==> src/rtl/shift_seq_ctrl.sv <==
// Serial transfer sequencer: streams a parallel word into an external DEPTH-stage
// shift register and reassembles the word returning on its serial output.
module shift_seq_ctrl #(
    parameter int WIDTH = 8,
    parameter int DEPTH = 4
) (
    input  logic             clk,
    input  logic             reset,
    input  logic             start,
    input  logic             dir,
    input  logic [WIDTH-1:0] tx_data,
    input  logic             abort,
    input  logic             sr_dout,
    output logic             sr_din,
    output logic             sr_l,
    output logic             busy,
    output logic             done,
    output logic [WIDTH-1:0] rx_data
);

    localparam int CW = $clog2(WIDTH + DEPTH);
    localparam logic [CW-1:0] LAST = CW'(WIDTH + DEPTH - 1);
    localparam logic [CW-1:0] DEP  = CW'(DEPTH);
    localparam logic [CW-1:0] WID  = CW'(WIDTH);

    typedef enum logic [1:0] {IDLE, SHIFT, DONE} state_t;

    state_t           state, state_nxt;
    logic [CW-1:0]    cnt;
    logic [CW-1:0]    cnt_nxt;
    logic [CW-1:0]    rx_pos;
    logic [WIDTH-1:0] word;
    logic [WIDTH-1:0] acc;
    logic [WIDTH-1:0] acc_nxt;
    logic [WIDTH-1:0] lsb_one;
    logic [WIDTH-1:0] msb_one;
    logic             dir_q;

    // Bit k in transmission order; shifting avoids a variable-width part select.
    function automatic logic pick(input logic [WIDTH-1:0] w, input logic d,
                                  input logic [CW-1:0] k);
        logic [WIDTH-1:0] t;
        if (d) begin
            t = w << k;
            return t[WIDTH-1];
        end
        t = w >> k;
        return t[0];
    endfunction

    always_ff @(posedge clk) begin
        if (reset) state <= IDLE;
        else       state <= state_nxt;
    end

    always_comb begin
        state_nxt = state;
        case (state)
            IDLE:    if (start) state_nxt = SHIFT;
            SHIFT: begin
                if (abort)             state_nxt = IDLE;
                else if (cnt == LAST)  state_nxt = DONE;
            end
            DONE:    state_nxt = IDLE;
            default: state_nxt = IDLE;
        endcase
    end

    assign cnt_nxt = cnt + 1'b1;
    assign rx_pos  = cnt - DEP;
    assign lsb_one = {{(WIDTH-1){1'b0}}, sr_dout};
    assign msb_one = {sr_dout, {(WIDTH-1){1'b0}}};

    // Received bit j lands where transmit bit j was taken from.
    always_comb begin
        acc_nxt = acc;
        if (cnt >= DEP)
            acc_nxt = acc | (dir_q ? (msb_one >> rx_pos) : (lsb_one << rx_pos));
    end

    always_ff @(posedge clk) begin
        if (reset) begin
            cnt     <= '0;
            word    <= '0;
            acc     <= '0;
            dir_q   <= 1'b0;
            sr_din  <= 1'b0;
            rx_data <= '0;
        end else begin
            case (state)
                IDLE: begin
                    sr_din <= 1'b0;
                    if (start) begin
                        word   <= tx_data;
                        dir_q  <= dir;
                        cnt    <= '0;
                        acc    <= '0;
                        sr_din <= pick(tx_data, dir, '0);
                    end
                end
                SHIFT: begin
                    if (abort) begin
                        sr_din <= 1'b0;
                        cnt    <= '0;
                    end else if (cnt == LAST) begin
                        rx_data <= acc_nxt;
                        sr_din  <= 1'b0;
                        cnt     <= '0;
                    end else begin
                        acc    <= acc_nxt;
                        cnt    <= cnt_nxt;
                        sr_din <= (cnt_nxt < WID) ? pick(word, dir_q, cnt_nxt) : 1'b0;
                    end
                end
                default: sr_din <= 1'b0;
            endcase
        end
    end

    assign sr_l = dir_q;
    assign busy = (state == SHIFT);
    assign done = (state == DONE);

endmodule

==> config.mk <==
export PLATFORM = sky130hd
export DESIGN_NAME = shift_seq_ctrl
export DESIGN_NICKNAME = d
export VERILOG_FILES = /design/src/rtl/shift_seq_ctrl.sv
export SDC_FILE = /design/constraint.sdc
export NUM_CORES = 1
export LEC_CHECK = 0
export CORE_MARGIN = 5
export CORE_UTILIZATION = 52
export CTS_CLUSTER_DIAMETER = 60
export DETAILED_ROUTE_END_ITERATION = 10
export PLACE_DENSITY_LB_ADDON = 0.05
export REMOVE_ABC_BUFFERS = 1
export SYNTH_ARGS = -nofsm -noshare
export SYNTH_HDL_FRONTEND = slang
export SYNTH_SLANG_ARGS = --single-unit
==> constraint.sdc <==
create_clock -name clk -period 2.4 [get_ports clk]
set_input_delay 0.36 -clock clk [delete_from_list [all_inputs] [get_ports clk]]
set_output_delay 0.36 -clock clk [all_outputs]
set_load 0.02 [all_outputs]
## Yosys cells after proc, flatten, opt, wreduce, memory -nomap -nowiden

Cells that the tools add are included.

- Output and inout port bits: 12
- Input bits: 14
- Register bits after elaboration: 32

- $add $sub $neg: 2
- Equal/unequal tests: 7
- Shifts and indexed selects: 4
- Reduce and logical (&&, ||, !) cells: 7
- Mux-type cells: 32
- Magnitude comparators: 2
- Bitwise gates (word level): 2

Operators with widths:

| operator | number |
|---|---|
| two-way mux 8 bit | 5 |
| two-way mux 1 bit | 17 |
| case mux 8 bit (2 select lines) | 1 |
| two-way mux 4 bit | 3 |
| bitwise OR 8 bit | 1 |
| case mux 4 bit (2 select lines) | 1 |
| << shifter 1 x 4 -> 8 bit | 1 |
| << shifter 8 x 4 -> 8 bit | 1 |
| >> shifter 8 x 4 -> 1 bit | 1 |
| >> shifter 8 x 4 -> 8 bit | 1 |
| two-way mux 2 bit | 3 |
| inequality test 2 bit, second input constant | 3 |
| AND reduction 2 bit | 3 |
| adder 4 x 1 -> 4 bit, second input constant | 1 |
| == test 4 bit, second input constant | 1 |
| greater-or-equal comparator 4 x 3 -> 1 bit, second input constant | 1 |
| < comparator 4 bit, second input constant | 1 |
| case mux 2 bit (2 select lines) | 1 |
| AND reduction 4 bit | 1 |
| subtractor 4 x 3 -> 4 bit, second input constant | 1 |
| inequality test 3 x 2 -> 1 bit, second input constant | 1 |
| AND reduction 3 bit | 1 |
| == test 2 x 1 -> 1 bit, second input constant | 1 |
| == test 2 bit, second input constant | 1 |
| other kinds (4) | 4 |

## Longest topological paths before layout

- Word-level depth: 10
- Mapped depth: 9
- Mapped depth without buffers: 6

## Worst setup path before layout

No wires, ideal clock.

- Kind: reg-to-reg
- From: register cnt[1]
- To: register sr_din
- Path buffers: 0
- Clock period less this slack: 1.763 ns
- Setup slack: 0.637 ns
- Stages on the path, launching flop included: 6
- Library setup time: 0.116 ns
- Arrival: 1.647 ns
- Cell sequence: dfxtp_1 > ha_1 > mux4_1 > mux2i_1 > mux2i_1 > a41o_1

- Longest elaborated chain between the ends: 8
- Elaborated cells on any way between the ends: 11
- Classes of those cells: add/sub (1); order compare (1); eq/ne (1); shift (2); mux (6)

RTL lines:

| item | line | text |
|---|---|---|
| start: declaration | 29 | `logic [CW-1:0] cnt;` |
| start signal: assignment | 111 | `cnt <= cnt_nxt;` |
| adder 4 x 1 -> 4 bit | 69 | `assign cnt_nxt = cnt + 1'b1;` |
| << shifter 8 x 4 -> 8 bit | 44 | `t = w << k;` |
| two-way mux 1 bit | 43 | `if (d) begin` |
| two-way mux 1 bit | 47 | `t = w >> k;` |
| two-way mux 1 bit | 112 | `sr_din <= (cnt_nxt < WID) ? pick(word, dir_q, cnt_nxt) : 1'b0;` |
| two-way mux 1 bit * | 105 | `end else if (cnt == LAST) begin` |
| two-way mux 1 bit * | 102 | `if (abort) begin` |
| case mux 1 bit (2 select lines) * | 90 | `case (state)` |
| end signal: assignment | 98 | `sr_din <= pick(tx_data, dir, '0);` |
| end signal: assignment | 112 |  |
| end: declaration | 14 | `output logic sr_din,` |

Every way passes the cells marked *; elsewhere a longest branch is shown, timed or not. The select of a mux whose other input is x is not followed.
A chain may end at the register's enable or synchronous reset.

## Final worst setup path

- From: register cnt[0]
- To: register sr_din

The elaborated chain is that of the path after synthesis.

==> metrics.txt <==
# TYPE chip_impl_metric gauge
chip_impl_info{name="crit_path_start",value="cnt[0]"} 1
chip_impl_metric{name="final-seq-area",unit="sq um"} 641
chip_impl_metric{name="worst_pin_slew",unit="ns"} 0.616
chip_impl_metric{name="hold_viol_final",unit=""} 0
chip_impl_metric{name="post-synth-top-area-fraction",unit="%"} 42.3
chip_impl_metric{name="timing.setup.tns",unit="ns"} 0
chip_impl_metric{name="final.period_utilization",unit="%"} 81.6
chip_impl_metric{name="slew_headroom",unit="%"} 58.8
chip_impl_metric{name="clock_skew",unit="ns"} 0.00920
chip_impl_metric{name="routedLengthMet1",unit="mm"} 1.47
chip_impl_metric{name="setup_violating_endpoint_count_in_the_final_report",unit=""} 0
chip_impl_metric{name="num_antenna_cells",unit=""} 0
chip_impl_metric{name="worstPathBufferInverterCount",unit=""} 0
chip_impl_metric{name="yosys.area_share.simple",unit="%"} 21.1
chip_impl_metric{name="critical_path.max_fanout",unit=""} 11
chip_impl_metric{name="cts_resized",unit=""} 0
chip_impl_metric{name="min_delay_path_depth",unit=""} 2
chip_impl_metric{name="dpl-instance-area",unit="sq um"} 1780
chip_impl_metric{name="synth_compound_gate_area_share",unit="%"} 18.0
chip_impl_metric{name="slew_viol_final",unit=""} 0
chip_impl_metric{name="seqPwrFrac",unit="%"} 58.8
chip_impl_metric{name="io_pins",unit=""} 26
chip_impl_metric{name="first_pass_grt_wire_length",unit="mm"} 5.49
chip_impl_metric{name="signal_arrival_time_at_the_worst_endpoint",unit="ns"} 2.18
chip_impl_metric{name="mux_cell_area_share_after_synthesis",unit="%"} 10.2
chip_impl_metric{name="post-cts-setup-buffer-count",unit=""} 0
chip_impl_metric{name="ctsHtreeMaxLevel",unit=""} 2
chip_impl_metric{name="placement_rows",unit=""} 19
chip_impl_metric{name="netlist_instances",unit=""} 174
chip_impl_metric{name="synth-warning-count",unit=""} 0
chip_impl_metric{name="dp_hpwl",unit="mm"} 2.33
chip_impl_metric{name="track_usage",unit="%"} 16.5
chip_impl_metric{name="vias_in_the_first_global_route",unit=""} 1204
chip_impl_info{name="path_cells",value="ha_1 > mux4_1 > mux2i_1 > mux2i_1 > a41o_1"} 1
chip_impl_info{name="criticalPathCategory",value="reg2reg"} 1
chip_impl_info{name="grt_setup_unrepaired",value="false"} 1
chip_impl_metric{name="peakVddDrop",unit="uV"} 496
chip_impl_metric{name="placed_cell_count",unit=""} 224
chip_impl_info{name="main_combinational_cell_family_by_area_after_synthesis",value="simple AND/OR/NAND/NOR gates"} 1
chip_impl_metric{name="cts.sink_count",unit=""} 32
chip_impl_metric{name="finalWeightedCongestion",unit=""} 0.777
chip_impl_metric{name="met3_length",unit="um"} 196
chip_impl_metric{name="area_added_between_synthesis_and_finish",unit="%"} 20.3
chip_impl_info{name="cts_root_buffer",value="sky130_fd_sc_hd__clkbuf_4"} 1
chip_impl_metric{name="clk_transition_reported_paths",unit="ns"} 0.09
chip_impl_metric{name="dr_wl_met2",unit="mm"} 1.45
chip_impl_info{name="most_numerous_cell_types_in_the_synthesized_netlist",value="sky130_fd_sc_hd__dfxtp_1 (32), sky130_fd_sc_hd__a21oi_1 (27), sky130_fd_sc_hd__nand2_1 (24), sky130_fd_sc_hd__nor2_1 (17), sky130_fd_sc_hd__nor3_1 (9)"} 1
chip_impl_info{name="crit_slowest_cell",value="sky130_fd_sc_hd__mux4_1"} 1
chip_impl_metric{name="ff2ff_setup_slack",unit="ns"} 0.44
chip_impl_metric{name="max_freq",unit="MHz"} 511
chip_impl_metric{name="fin_hold_ws",unit="ns"} 0.475
chip_impl_info{name="post-synth-top-count-cell",value="sky130_fd_sc_hd__dfxtp_1"} 1
chip_impl_metric{name="finalWirelength",unit="mm"} 3.15
chip_impl_metric{name="finish.net_count",unit=""} 217
chip_impl_metric{name="routed_wire_length_per_instance",unit="um"} 13.6
chip_impl_metric{name="postSynthRegisterBits",unit=""} 32
chip_impl_info{name="hp-start",value="word[7]"} 1
chip_impl_info{name="synth_top_cell_by_area",value="sky130_fd_sc_hd__dfxtp_1"} 1
chip_impl_info{name="critical_path.reg2reg.startpoint",value="cnt[0]"} 1
chip_impl_metric{name="clock_power_share",unit="%"} 29.4
chip_impl_metric{name="hold_buffers",unit=""} 0
chip_impl_metric{name="drt_pre_antenna_iters",unit=""} 4
chip_impl_metric{name="core_region_area",unit="sq um"} 2780
chip_impl_metric{name="detailedRoute.firstIterationViolations",unit=""} 94
chip_impl_metric{name="port_buffers",unit=""} 25
chip_impl_metric{name="ant_nets",unit=""} 0
chip_impl_metric{name="power.combinational.fraction",unit="%"} 11.8
chip_impl_metric{name="postSynth.asyncResetShare",unit="%"} 0
chip_impl_info{name="crit_family",value="multiplexers"} 1
chip_impl_metric{name="num_vias",unit=""} 1291
chip_impl_metric{name="route.detailed.drc",unit=""} 0
chip_impl_metric{name="postLayoutSetupSlackWorst",unit="ns"} 0.442
chip_impl_metric{name="switching_power",unit="mW"} 0.235
chip_impl_metric{name="post_synth.cell_area_avg",unit="sq um"} 8.71
chip_impl_metric{name="post_drt_via_cell_ratio",unit=""} 5.59
chip_impl_metric{name="die_boundary_width",unit="um"} 64.0
chip_impl_metric{name="power.density_cell_area",unit="nW/um^2"} 517
chip_impl_metric{name="pre_cts_setup_slack",unit="ns"} 0.441
chip_impl_metric{name="worstRegToRegCells",unit=""} 5
chip_impl_metric{name="period_minus_slack",unit="ns"} 1.96
chip_impl_metric{name="power.total",unit="mW"} 0.943
chip_impl_metric{name="synth-edff-count",unit=""} 0
chip_impl_metric{name="timing.max_cap.violations",unit=""} 0
chip_impl_metric{name="multi_input_comb_area",unit="sq um"} 802
chip_impl_metric{name="leakage",unit="nW"} 0.644
chip_impl_metric{name="number_of_antenna_violations_at_the_first_check_in_global_routing",unit=""} 0
chip_impl_metric{name="layout-drive-gt1-share",unit="%"} 7.00
chip_impl_info{name="ys_dominant_reg_cell",value="sky130_fd_sc_hd__dfxtp_1"} 1
chip_impl_metric{name="worstSkewPairLatency",unit="ns"} 0.32
chip_impl_metric{name="overflow",unit=""} 0
chip_impl_metric{name="maximum_single_stage_delay_on_the_critical_path",unit="ns"} 0.57
chip_impl_metric{name="synth_xor_xnor_area_share",unit="%"} 1.16
chip_impl_metric{name="grt_start_max_net_pins",unit=""} 20
chip_impl_metric{name="die_y",unit="um"} 64.0
chip_impl_info{name="critPathMostFrequentCell",value="sky130_fd_sc_hd__mux2i_1"} 1
chip_impl_info{name="worst_hold_path.endpoint",value="word[7]"} 1
chip_impl_info{name="timing.hold.worst.class",value="reg2reg"} 1
chip_impl_info{name="top_metal_layer_carrying_routed_signals",value="met4"} 1
chip_impl_info{name="startpoint_type",value="register"} 1
chip_impl_info{name="cts_tree",value="yes"} 1
chip_impl_metric{name="cts-buffers-inserted",unit=""} 5
chip_impl_metric{name="dieArea",unit="sq um"} 4090
chip_impl_metric{name="nFillCells",unit=""} 249
chip_impl_metric{name="synth.yosys.seq_area_share",unit="%"} 42.3
chip_impl_info{name="critical_path.endpoint_type",value="register"} 1
chip_impl_metric{name="required",unit="ns"} 2.62
chip_impl_metric{name="syn_area",unit="sq um"} 1520
chip_impl_metric{name="p_int",unit="mW"} 0.708
chip_impl_metric{name="synth_fa_ha_area_share",unit="%"} 2.48
chip_impl_info{name="cells_taking_the_most_area_after_synthesis",value="sky130_fd_sc_hd__dfxtp_1 (42%), sky130_fd_sc_hd__a21oi_1 (8.9%), sky130_fd_sc_hd__mux4_1 (6.9%), sky130_fd_sc_hd__nand2_1 (5.9%), sky130_fd_sc_hd__nor2_1 (4.2%)"} 1
chip_impl_info{name="r2r_end",value="sr_din"} 1
chip_impl_metric{name="ctsLongestPathBuffers",unit=""} 2
chip_impl_metric{name="post_synth_num_cell_types",unit=""} 32
chip_impl_metric{name="post_layout_nonfiller_instances",unit=""} 231
chip_impl_info{name="status",value="completed"} 1
chip_impl_metric{name="floorplan.initialDensity",unit="%"} 54.5
chip_impl_metric{name="utilization",unit="%"} 65.5
chip_impl_metric{name="netSwitchingFraction",unit="%"} 24.9
chip_impl_metric{name="layout_cell_area_excl_fill",unit="sq um"} 1820
[flip-flops by register name (all words and copies together), names as in the netlist]
register / flops
acc: 8
rx_data: 8
word: 8
cnt: 4
state: 2
sr_din: 1
sr_l: 1
[how the worst max path moves through the flow]
stage | endpoint | cells past startpoint | slack, ns
6_report | sr_din | 5 | 0.44
2_1_floorplan | sr_din | 5 | 0.56
4_1_cts | sr_din | 5 | 0.43
5_1_grt | sr_din | 5 | 0.30
3_5_place_dp | sr_din | 5 | 0.44
3_3_place_gp | sr_din | 5 | 0.51
[kinds of logic (layout without fill, tap and decap cells)]
| kind of cell | count (synthesis) | after routing |
|---|---|---|
| muxes | 9 | 9 |
| and+or+nand+nor | 68 | 68 |
| adders and majority gates | 3 | 3 |
| buffers and inverters | 13 | 39 |
| AOI/OAI and AO/OA | 47 | 47 |
| xor gates and xnor gates | 2 | 2 |
| DFF | 32 | 32 |
[worst min-delay path, stage by stage, from the launching register on]
cell and delay [ns]:
sky130_fd_sc_hd__dfxtp_1 0.33, sky130_fd_sc_hd__nand2_1 0.05, sky130_fd_sc_hd__a21oi_1 0.05
[power by group through the flow]
stage	combinational, mW	sequential (mW)	clock (mW)
global placement	0.108	0.566	0
floorplan	0.0560	0.565	0
global route	0.123	0.556	0.305
finish	0.111	0.554	0.277
detailed placement	0.111	0.567	0
CTS	0.111	0.554	0.280
[cell usage in the layout (no fill, tap or decap), drive strengths merged, types with 2 or more instances in the layout]
cell	count
a211oi	8
a21oi	27
buf	5
clkbuf	6
clkdlybuf4s50	25
dfxtp	32
ha	3
inv	2
mux2i	5
mux4	4
nand2	24
nand2b	3
nand3	2
nor2	17
nor2b	4
nor3	9
nor3b	3
o21ai	2
o22ai	8
or2	2
[layer usage]
layer	track usage, %	vias to the layer above
met5	0	-
met4	5.45	0
met3	5.08	4
met2	25.9	29
met1	21.7	586
li1	-	672
[layout make-up]
| type | count | share of cell area [%] |
|---|---|---|
| inverter | 2 | 0.412 |
| sequential | 32 | 35.1 |
| clock inverter | 1 | 0.275 |
| clock buffer | 6 | 2.26 |
| multi-input combinational | 129 | 44.0 |
| tap | 31 | 2.13 |
| timing repair buffer | 30 | 15.8 |
Note: power is estimated with default switching activity, not from simulation.
==> patch (same flow settings) <==
Change the parameter `DEPTH` from 4 to 2.
--- a/src/rtl/shift_seq_ctrl.sv
+++ b/src/rtl/shift_seq_ctrl.sv
@@ -2,7 +2,7 @@
 // shift register and reassembles the word returning on its serial output.
 module shift_seq_ctrl #(
     parameter int WIDTH = 8,
-    parameter int DEPTH = 4
+    parameter int DEPTH = 2
 ) (
     input  logic             clk,
     input  logic             reset,
Function: same outputs for any inputs over 10 cycles, from zero or initial values and one cycle with reset high; that may be too few to reach the edited logic, so the function may still have changed.
==> patch against the unedited design <==
  * Wire length is 20% higher
  * Sequential cell count unchanged
  * Global-route usage increased by 2.4 points
  * Synthesized area rose by 14%
  * Design area rose by 11%
  * Via count grew 16%
  * Power grew 6.0%
  * Fmax fell by 4.3%
  * Worst hold slack improved by 0.0057 ns
  * Die area grew 12%
  * Worst setup slack lost 0.089 ns
  * Critical endpoint is now rx_data[1]$_SDFFE_PP0P_
  * Largest power group unchanged
==> patch: results (changes against the unedited design) <==
Critical path
  – Worst setup path endpoint: rx_data[1]$_SDFFE_PP0P_
  – Maximum fanout along the worst path: 10 (-1)
  – Origin of the worst setup path: cnt[1]$_SDFFE_PP0P_

Routing
  – Number of design-rule violations left by the first detailed-router iteration: 73 (-22%)
  – Average detailed-routed wire length per instance: 13.9 um (+1.6%)
  – Routed length on met1: 1690 um (+15%)
  – Total Wirelength: 3780 um (+20%)
  – DR vias: 1503 (+16%)

Placement
  – Gp weighted congestion: 0.886 (+14%)
  – Instance area at placement: 1970 um2 (+11%)

Yosys
  – Netlist cell types: 43 (+34%)
  – Instance count of the mapped netlist: 206 (+18%)
  – Most frequent cells after synthesis: sky130_fd_sc_hd__dfxtp_1 (32), sky130_fd_sc_hd__a21oi_1 (25), sky130_fd_sc_hd__nand2_1 (25)
  – Synth area leaders: sky130_fd_sc_hd__dfxtp_1 (37%), sky130_fd_sc_hd__a21oi_1 (7.2%), sky130_fd_sc_hd__nand2_1 (5.4%)
  – Register area share after synthesis: 0.370 (-0.0523)

Power and ir drop
  – Leak: 0.771 nW (+20%)
  – Power in combinational cells: 0.121 mW (+9%)
  – Peak supply drop: 0.361 mV (-27%)
  – Part of the total power dissipated in sequential elements: 0.556 (-0.032)

Clocking
  – Worst-skew pair later-pin latency: 0.34 ns (+0.02 ns)

Outcome
  – Outcome: finished, final reports clean

Finish
  – Fraction of layout instances using a drive strength above 1: 0.0837 (+0.0137)
  – Net count of the finished layout: 245 (+13%)

Floorplanning
  – Initial Utilization: 0.526 (-0.0183)

Global route
  – Vias in the first global route: 1469 (+22%)

Hold path
  – Start point of the worst hold path: word[0]$_SDFFE_PP0P_
patch: area by class of cell:
class | instances | area (um2)
multi-input cells | 157 | 992
clock buffers | 8 | 58.8
inverters | 3 | 11.3
repair buffers | 27 | 265
flip-flops and latches | 32 | 641
well taps | 46 | 57.6
fillers | 308 | 1260
patch: kinds of logic (layout without fill, tap and decap cells):
| kind of cell | after synthesis | in the layout |
|---|---|---|
| AOI/OAI and AO/OA | 47 | 47 |
| adders and majority gates | 5 | 5 |
| and+or+nand+nor | 92 | 92 |
| muxes | 9 | 9 |
| xor gates and xnor gates | 4 | 4 |
| DFF | 32 | 32 |
| buffers and inverters | 17 | 38 |
patch: critical path, cell delays in order (launching register included):
cell and delay (ns):
sky130_fd_sc_hd__dfxtp_1 0.45, sky130_fd_sc_hd__inv_1 0.16, sky130_fd_sc_hd__ha_1 0.46, sky130_fd_sc_hd__and3_1 0.26, sky130_fd_sc_hd__and2_1 0.19, sky130_fd_sc_hd__a211oi_1 0.29, sky130_fd_sc_hd__a211oi_1 0.11
